===== config.mk =====
export PLATFORM = sky130hd
export DESIGN_NAME = machine_ram_arbiter
export DESIGN_NICKNAME = d
export VERILOG_FILES = /design/src/rtl/machine_ram_arbiter.sv
export SDC_FILE = /design/constraint.sdc
export NUM_CORES = 1
export LEC_CHECK = 0
export CAP_MARGIN = 20
export CELL_PAD_IN_SITES_DETAIL_PLACEMENT = 0
export CELL_PAD_IN_SITES_GLOBAL_PLACEMENT = 1
export CORE_AREA = 4 4 247 249
export DETAILED_ROUTE_END_ITERATION = 10
export DIE_AREA = 0 0 251 253
export PLACE_DENSITY = 0.59
export SYNTH_ARGS = -nofsm -noshare
export SYNTH_HDL_FRONTEND = slang
export SYNTH_SLANG_ARGS = --single-unit

===== constraint.sdc =====
create_clock -name system1000 -period 2.3 [get_ports system1000]
set_input_delay 0.345 -clock system1000 [delete_from_list [all_inputs] [get_ports system1000]]
set_output_delay 0.345 -clock system1000 [all_outputs]
set_load 0.1 [all_outputs]

===== src/rtl/machine_ram_arbiter.sv =====
// rtl/machine_ram_arbiter.sv - multi-core RAM arbiter, one transaction in flight
// Round-robin or fixed-priority grant, RAM timeout and status-mismatch error reporting.
module machine_ram_arbiter #(
    parameter int NCORES  = 4,
    parameter int ADDR_W  = 30,
    parameter int DATA_W  = 64,
    parameter int RR      = 1,
    parameter int TIMEOUT = 255
) (
    input  logic                       system1000,
    input  logic                       system1000_rst,
    input  logic [NCORES-1:0]          req_valid,
    input  logic [NCORES-1:0]          req_write,
    input  logic [NCORES*ADDR_W-1:0]   req_addr,
    input  logic [NCORES*DATA_W-1:0]   req_wdata,
    input  logic [NCORES-1:0]          core_done,
    output logic [NCORES-1:0]          req_ready,
    output logic [2*NCORES-1:0]        rsp_status,
    output logic [DATA_W-1:0]          rsp_rdata,
    output logic [2+ADDR_W+DATA_W-1:0] ram_req,
    input  logic [2+DATA_W-1:0]        ram_status,
    output logic                       busy,
    output logic [7:0]                 err_count
);

    localparam int IDX_W = (NCORES > 1) ? $clog2(NCORES) : 1;
    localparam int CNT_W = $clog2(TIMEOUT + 1);
    localparam logic [CNT_W-1:0] CNT_LAST = CNT_W'(TIMEOUT - 1);

    localparam logic [1:0] ST_IDLE  = 2'd0;
    localparam logic [1:0] ST_ISSUE = 2'd1;
    localparam logic [1:0] ST_WAIT  = 2'd2;
    localparam logic [1:0] ST_RESP  = 2'd3;

    logic [1:0]        state;
    logic [IDX_W-1:0]  last_grant;
    logic [IDX_W-1:0]  cur_idx;
    logic              cur_write;
    logic [CNT_W-1:0]  wait_cnt;
    logic [1:0]        cap_code;

    logic [NCORES-1:0] eligible;
    logic              grant_found;
    logic [IDX_W-1:0]  grant_idx;
    logic [IDX_W-1:0]  cand;
    logic              sel_write;
    logic [ADDR_W-1:0] sel_addr;
    logic [DATA_W-1:0] sel_wdata;

    logic [1:0]          ram_code;
    logic [DATA_W-1:0]   ram_rdata;
    logic                code_match;
    logic                read_ok;
    logic [1:0]          rsp_code;
    logic [2*NCORES-1:0] rsp_status_nxt;

    assign eligible = req_valid & ~core_done;

    // Search starts one past the previous winner so every eligible core is reached within NCORES grants.
    always_comb begin
        grant_found = 1'b0;
        grant_idx   = '0;
        cand        = '0;
        for (int k = 0; k < NCORES; k++) begin
            if (RR != 0)
                cand = IDX_W'((int'(last_grant) + 1 + k) % NCORES);
            else
                cand = IDX_W'(k);
            if (!grant_found && eligible[cand]) begin
                grant_found = 1'b1;
                grant_idx   = cand;
            end
        end
    end

    always_comb begin
        sel_write = 1'b0;
        sel_addr  = '0;
        sel_wdata = '0;
        for (int i = 0; i < NCORES; i++) begin
            if (IDX_W'(i) == grant_idx) begin
                sel_write = req_write[i];
                sel_addr  = req_addr[i*ADDR_W +: ADDR_W];
                sel_wdata = req_wdata[i*DATA_W +: DATA_W];
            end
        end
    end

    assign ram_code   = ram_status[DATA_W +: 2];
    assign ram_rdata  = ram_status[DATA_W-1:0];
    assign code_match = cur_write ? (ram_code == 2'b10) : (ram_code == 2'b01);
    assign read_ok    = code_match && !cur_write;
    // A silent RAM (timeout) and a wrong completion type both surface as error.
    assign rsp_code   = code_match ? ram_code : 2'b11;

    always_comb begin
        rsp_status_nxt = '0;
        for (int i = 0; i < NCORES; i++) begin
            if (IDX_W'(i) == cur_idx)
                rsp_status_nxt[2*i +: 2] = rsp_code;
        end
    end

    always_ff @(posedge system1000) begin
        if (system1000_rst) begin
            state      <= ST_IDLE;
            last_grant <= IDX_W'(NCORES - 1);
            cur_idx    <= '0;
            cur_write  <= 1'b0;
            wait_cnt   <= '0;
            cap_code   <= 2'b00;
            req_ready  <= '0;
            rsp_status <= '0;
            rsp_rdata  <= '0;
            ram_req    <= '0;
            busy       <= 1'b0;
            err_count  <= 8'd0;
        end else begin
            case (state)
                ST_IDLE: begin
                    if (grant_found) begin
                        state     <= ST_ISSUE;
                        busy      <= 1'b1;
                        cur_idx   <= grant_idx;
                        cur_write <= sel_write;
                        req_ready <= NCORES'(1) << grant_idx;
                        ram_req   <= {1'b1, sel_write, sel_addr, sel_wdata};
                        if (RR != 0)
                            last_grant <= grant_idx;
                    end
                end
                ST_ISSUE: begin
                    state     <= ST_WAIT;
                    req_ready <= '0;
                    ram_req   <= '0;
                    wait_cnt  <= '0;
                end
                ST_WAIT: begin
                    if (ram_code != 2'b00 || wait_cnt == CNT_LAST) begin
                        state      <= ST_RESP;
                        cap_code   <= rsp_code;
                        rsp_status <= rsp_status_nxt;
                        rsp_rdata  <= read_ok ? ram_rdata : '0;
                    end else begin
                        wait_cnt <= wait_cnt + CNT_W'(1);
                    end
                end
                default: begin
                    state      <= ST_IDLE;
                    busy       <= 1'b0;
                    rsp_status <= '0;
                    rsp_rdata  <= '0;
                    if (cap_code == 2'b11 && err_count != 8'hFF)
                        err_count <= err_count + 8'd1;
                end
            endcase
        end
    end

endmodule


==> results.yml <==
status:
  outcome: "finished, final reports clean"
floorplanning:
  initial_core_util_pct: 16.46
  pin_count: 637
  coreArea_um2: 58690
  die-area_um2: 63500
  die_h_um: 253
  floorplan.rows: 89
  die-width_um: 251
cts:
  clk_latency_ns: 0.49
  cts_max_path_buffers: 2
  cts.sinks: 198
  clkTransAtPathRegs_ns: 0.08
  h-tree-depth: 4
  cts_made_buffers: 17
  cts_tree: "yes"
  holdBufCountCts: 0
  cts_root_buf: "clkbuf_16"
critical_path:
  endpoint_kind: "register"
  cp-start-kind: "register"
  cp.arrival_ns: 2.61
  path_class: "reg2reg"
  critPathRequiredTime_ns: 2.70
  critPathMaxFanout: 3
route:
  drtIter0Drc: 438
  wire_per_inst_um: 20.76
  vias: 11090
  drc: 0
  wirelength_um: 52320
  drtPass1Iterations: 5
  ant_nets: 0
  routed_via_density: 4.400
yosys:
  synthTopCellsByArea: "dfxtp_1 (41%), mux2i_1 (20%), o221ai_1 (9.0%), nand3_1 (8.7%), a21oi_1 (4.5%)"
  synth_area_um2: 9658
  synth-seq-cells: 198
  synth_top_area_share_pct: 41.04
  synth_area_leader_cell: "dfxtp_1"
  yosysWarnings: 0
  avgSynthCellArea_um2: 9.146
  synth_flop_cell: "dfxtp_1"
  synth_cell_type_count: 50
  syn_nets: 1520
  synth_edf_count: 0
  syn_inst: 1056
  async_flop_share_pct: 0
  ys_seq_area_share_pct: 41.04
pwr:
  p_int_mw: 10.06
  p_sw_mw: 11.17
  p_per_area_nw_per_um2: 1184
  seq_power_share_pct: 22.2
  p_leak_nw: 7.252
  ir_worst_vdd_mv: 0.6306
  power_frac_comb_pct: 63.2
  pwr-share-clk_pct: 14.6
  swShare_pct: 52.62
  totalPowerFinal_mw: 21.23
grt:
  grt_use_met3_pct: 6.070
  antenna_found_initial: 10
  grt_pass1_vias: 11590
  grt.busiest_layer: "met2"
  groute.layer.met2.usage_pct: 27.26
  met1_usage_pct: 18.10
  grt_overflow: 0
  grt_max_degree: 100
  grtUsageTotal_pct: 15.79
  grt_pass1_wl_um: 75470
layout:
  multi_input_area_um2: 5284
  area_growth_pct: 85.71
  final_cell_mix: "clkdlybuf4s50_1 (454), buf_4 (275), dfxtp_1 (195)"
  final_cell_area_um2: 17940
  fill_cells: 6223
  layout.nets: 2193
  regArea_um2: 3968
  mostFrequentLayoutCell: "clkdlybuf4s50_1"
  final_util_pct: 30.56
  drive_gt1_share_pct: 20.09
  final_cells: 2520
timing:
  hold_viol_final: 0
  rsz0062_at_grt: "true"
  worst_slew_pin_slew_ns: 0.6546
  whs_ns: 0.2336
  fin_crit_sh_pct: 95.99
  clock_skew_ns: 0.01926
  setup_viol: 0
  drv_slew: 0
  slew_headroom_pct: 56.36
  fin_crit_ns: 2.208
  achievable-frequency_ghz: 0.4529
  final.setup.tns_ns: 0
  setup_ws_ns: 0.09212
place:
  hpwl_um: 41570
  dp_cells: 2479
  gp_congestion: 0.8377
  port_buffers: 636
  place_ws_ns: -0.5835
  placed_area_um2: 17270
flow_run:
  drv_cap: 0
worst_hold_path:
  hold_class: "in2reg"
state kept, by name, summed over array words and instances, names as in the netlist, 4 cells and up:
name and count:
ram_req 96, rsp_rdata 64, err_count 8, rsp_status 8, wait_cnt 8, req_ready 4
cell families after synthesis:
family                   synth area share, %
AO/OA/AOI/OAI                          15.81
XOR/XNOR                              0.7255
adder cells (fa/ha/maj)                1.036
buffers and inverters                  4.897
flip-flops                             41.04
multiplexers                           20.03
AND/OR/NAND/NOR                        16.47
per-layer routing:
layer  vias up  part of all wire (%)
met5         -                 0.069
met1      5247                    40
li1       5330                     -
met3        47                   8.7
met4         6                   1.8
met2       457                    50
final timing paths:
kind / from / endpoint / slack [ns] / cells past startpoint
hold reg to reg: rsp_rdata[36] / rsp_rdata[36] / 0.45 / 2
setup / recovery: state[0] / rsp_status[7] / 0.09 / 7
setup reg to reg: state[0] / rsp_status[7] / 0.09 / 7
hold / removal: system1000_rst / rsp_rdata[56] / 0.23 / 2
cell usage after synthesis (all sizes together) (2+ instances only):
cell type / instances
a21oi: 86
a31oi: 2
a211o: 3
a211oi: 3
buf: 56
xor2: 3
ha: 8
mux2i: 192
nand3b: 3
o221ai: 99
o31ai: 2
and2: 3
a32oi: 3
xnor2: 5
o21ai: 5
nand3: 167
dfxtp: 198
inv: 8
or3: 4
nand2: 86
nor2: 27
nor3: 7
o221a: 2
clkbuf: 43
and4: 2
nand4: 9
nand4b: 2
o2111ai: 2
nand2b: 5
nor2b: 8
cell type report:
class | instances | area share [%]
repair buffers | 753 | 39.53
multi-input cells | 751 | 29.46
flip-flops and latches | 198 | 22.12
well taps | 773 | 5.392
clock buffers | 17 | 2.372
clock inverters | 15 | 0.8790
inverters | 8 | 0.1814
diodes | 5 | 0.06976
repair_timing:
item,4_1_cts,5_1_grt
buffers inserted,1,3
gates cloned,0,0
endpoints found under the setup margin,7,94
pin swaps,1,0
gates resized for setup,1,6
worst max-delay path: stages (launching register included):
cell     delay, ns
dfxtp_1       0.34
inv_1         0.06
ha_1          0.20
or3b_1        0.21
a41oi_1       0.08
or3_2         0.51
or4b_1        0.57
a21oi_1       0.17
power by group through the flow:
stage	clock, mW	combinational (mW)	sequential [mW]
6_report	3.10	13.4	4.70
4_1_cts	3.27	13.5	4.70
5_1_grt	3.38	14.1	4.80
3_5_place_dp	0	13.4	4.76
3_3_place_gp	0	13.4	4.75
2_1_floorplan	0	3.63	9.64
Power figures use the tool's default switching activity.
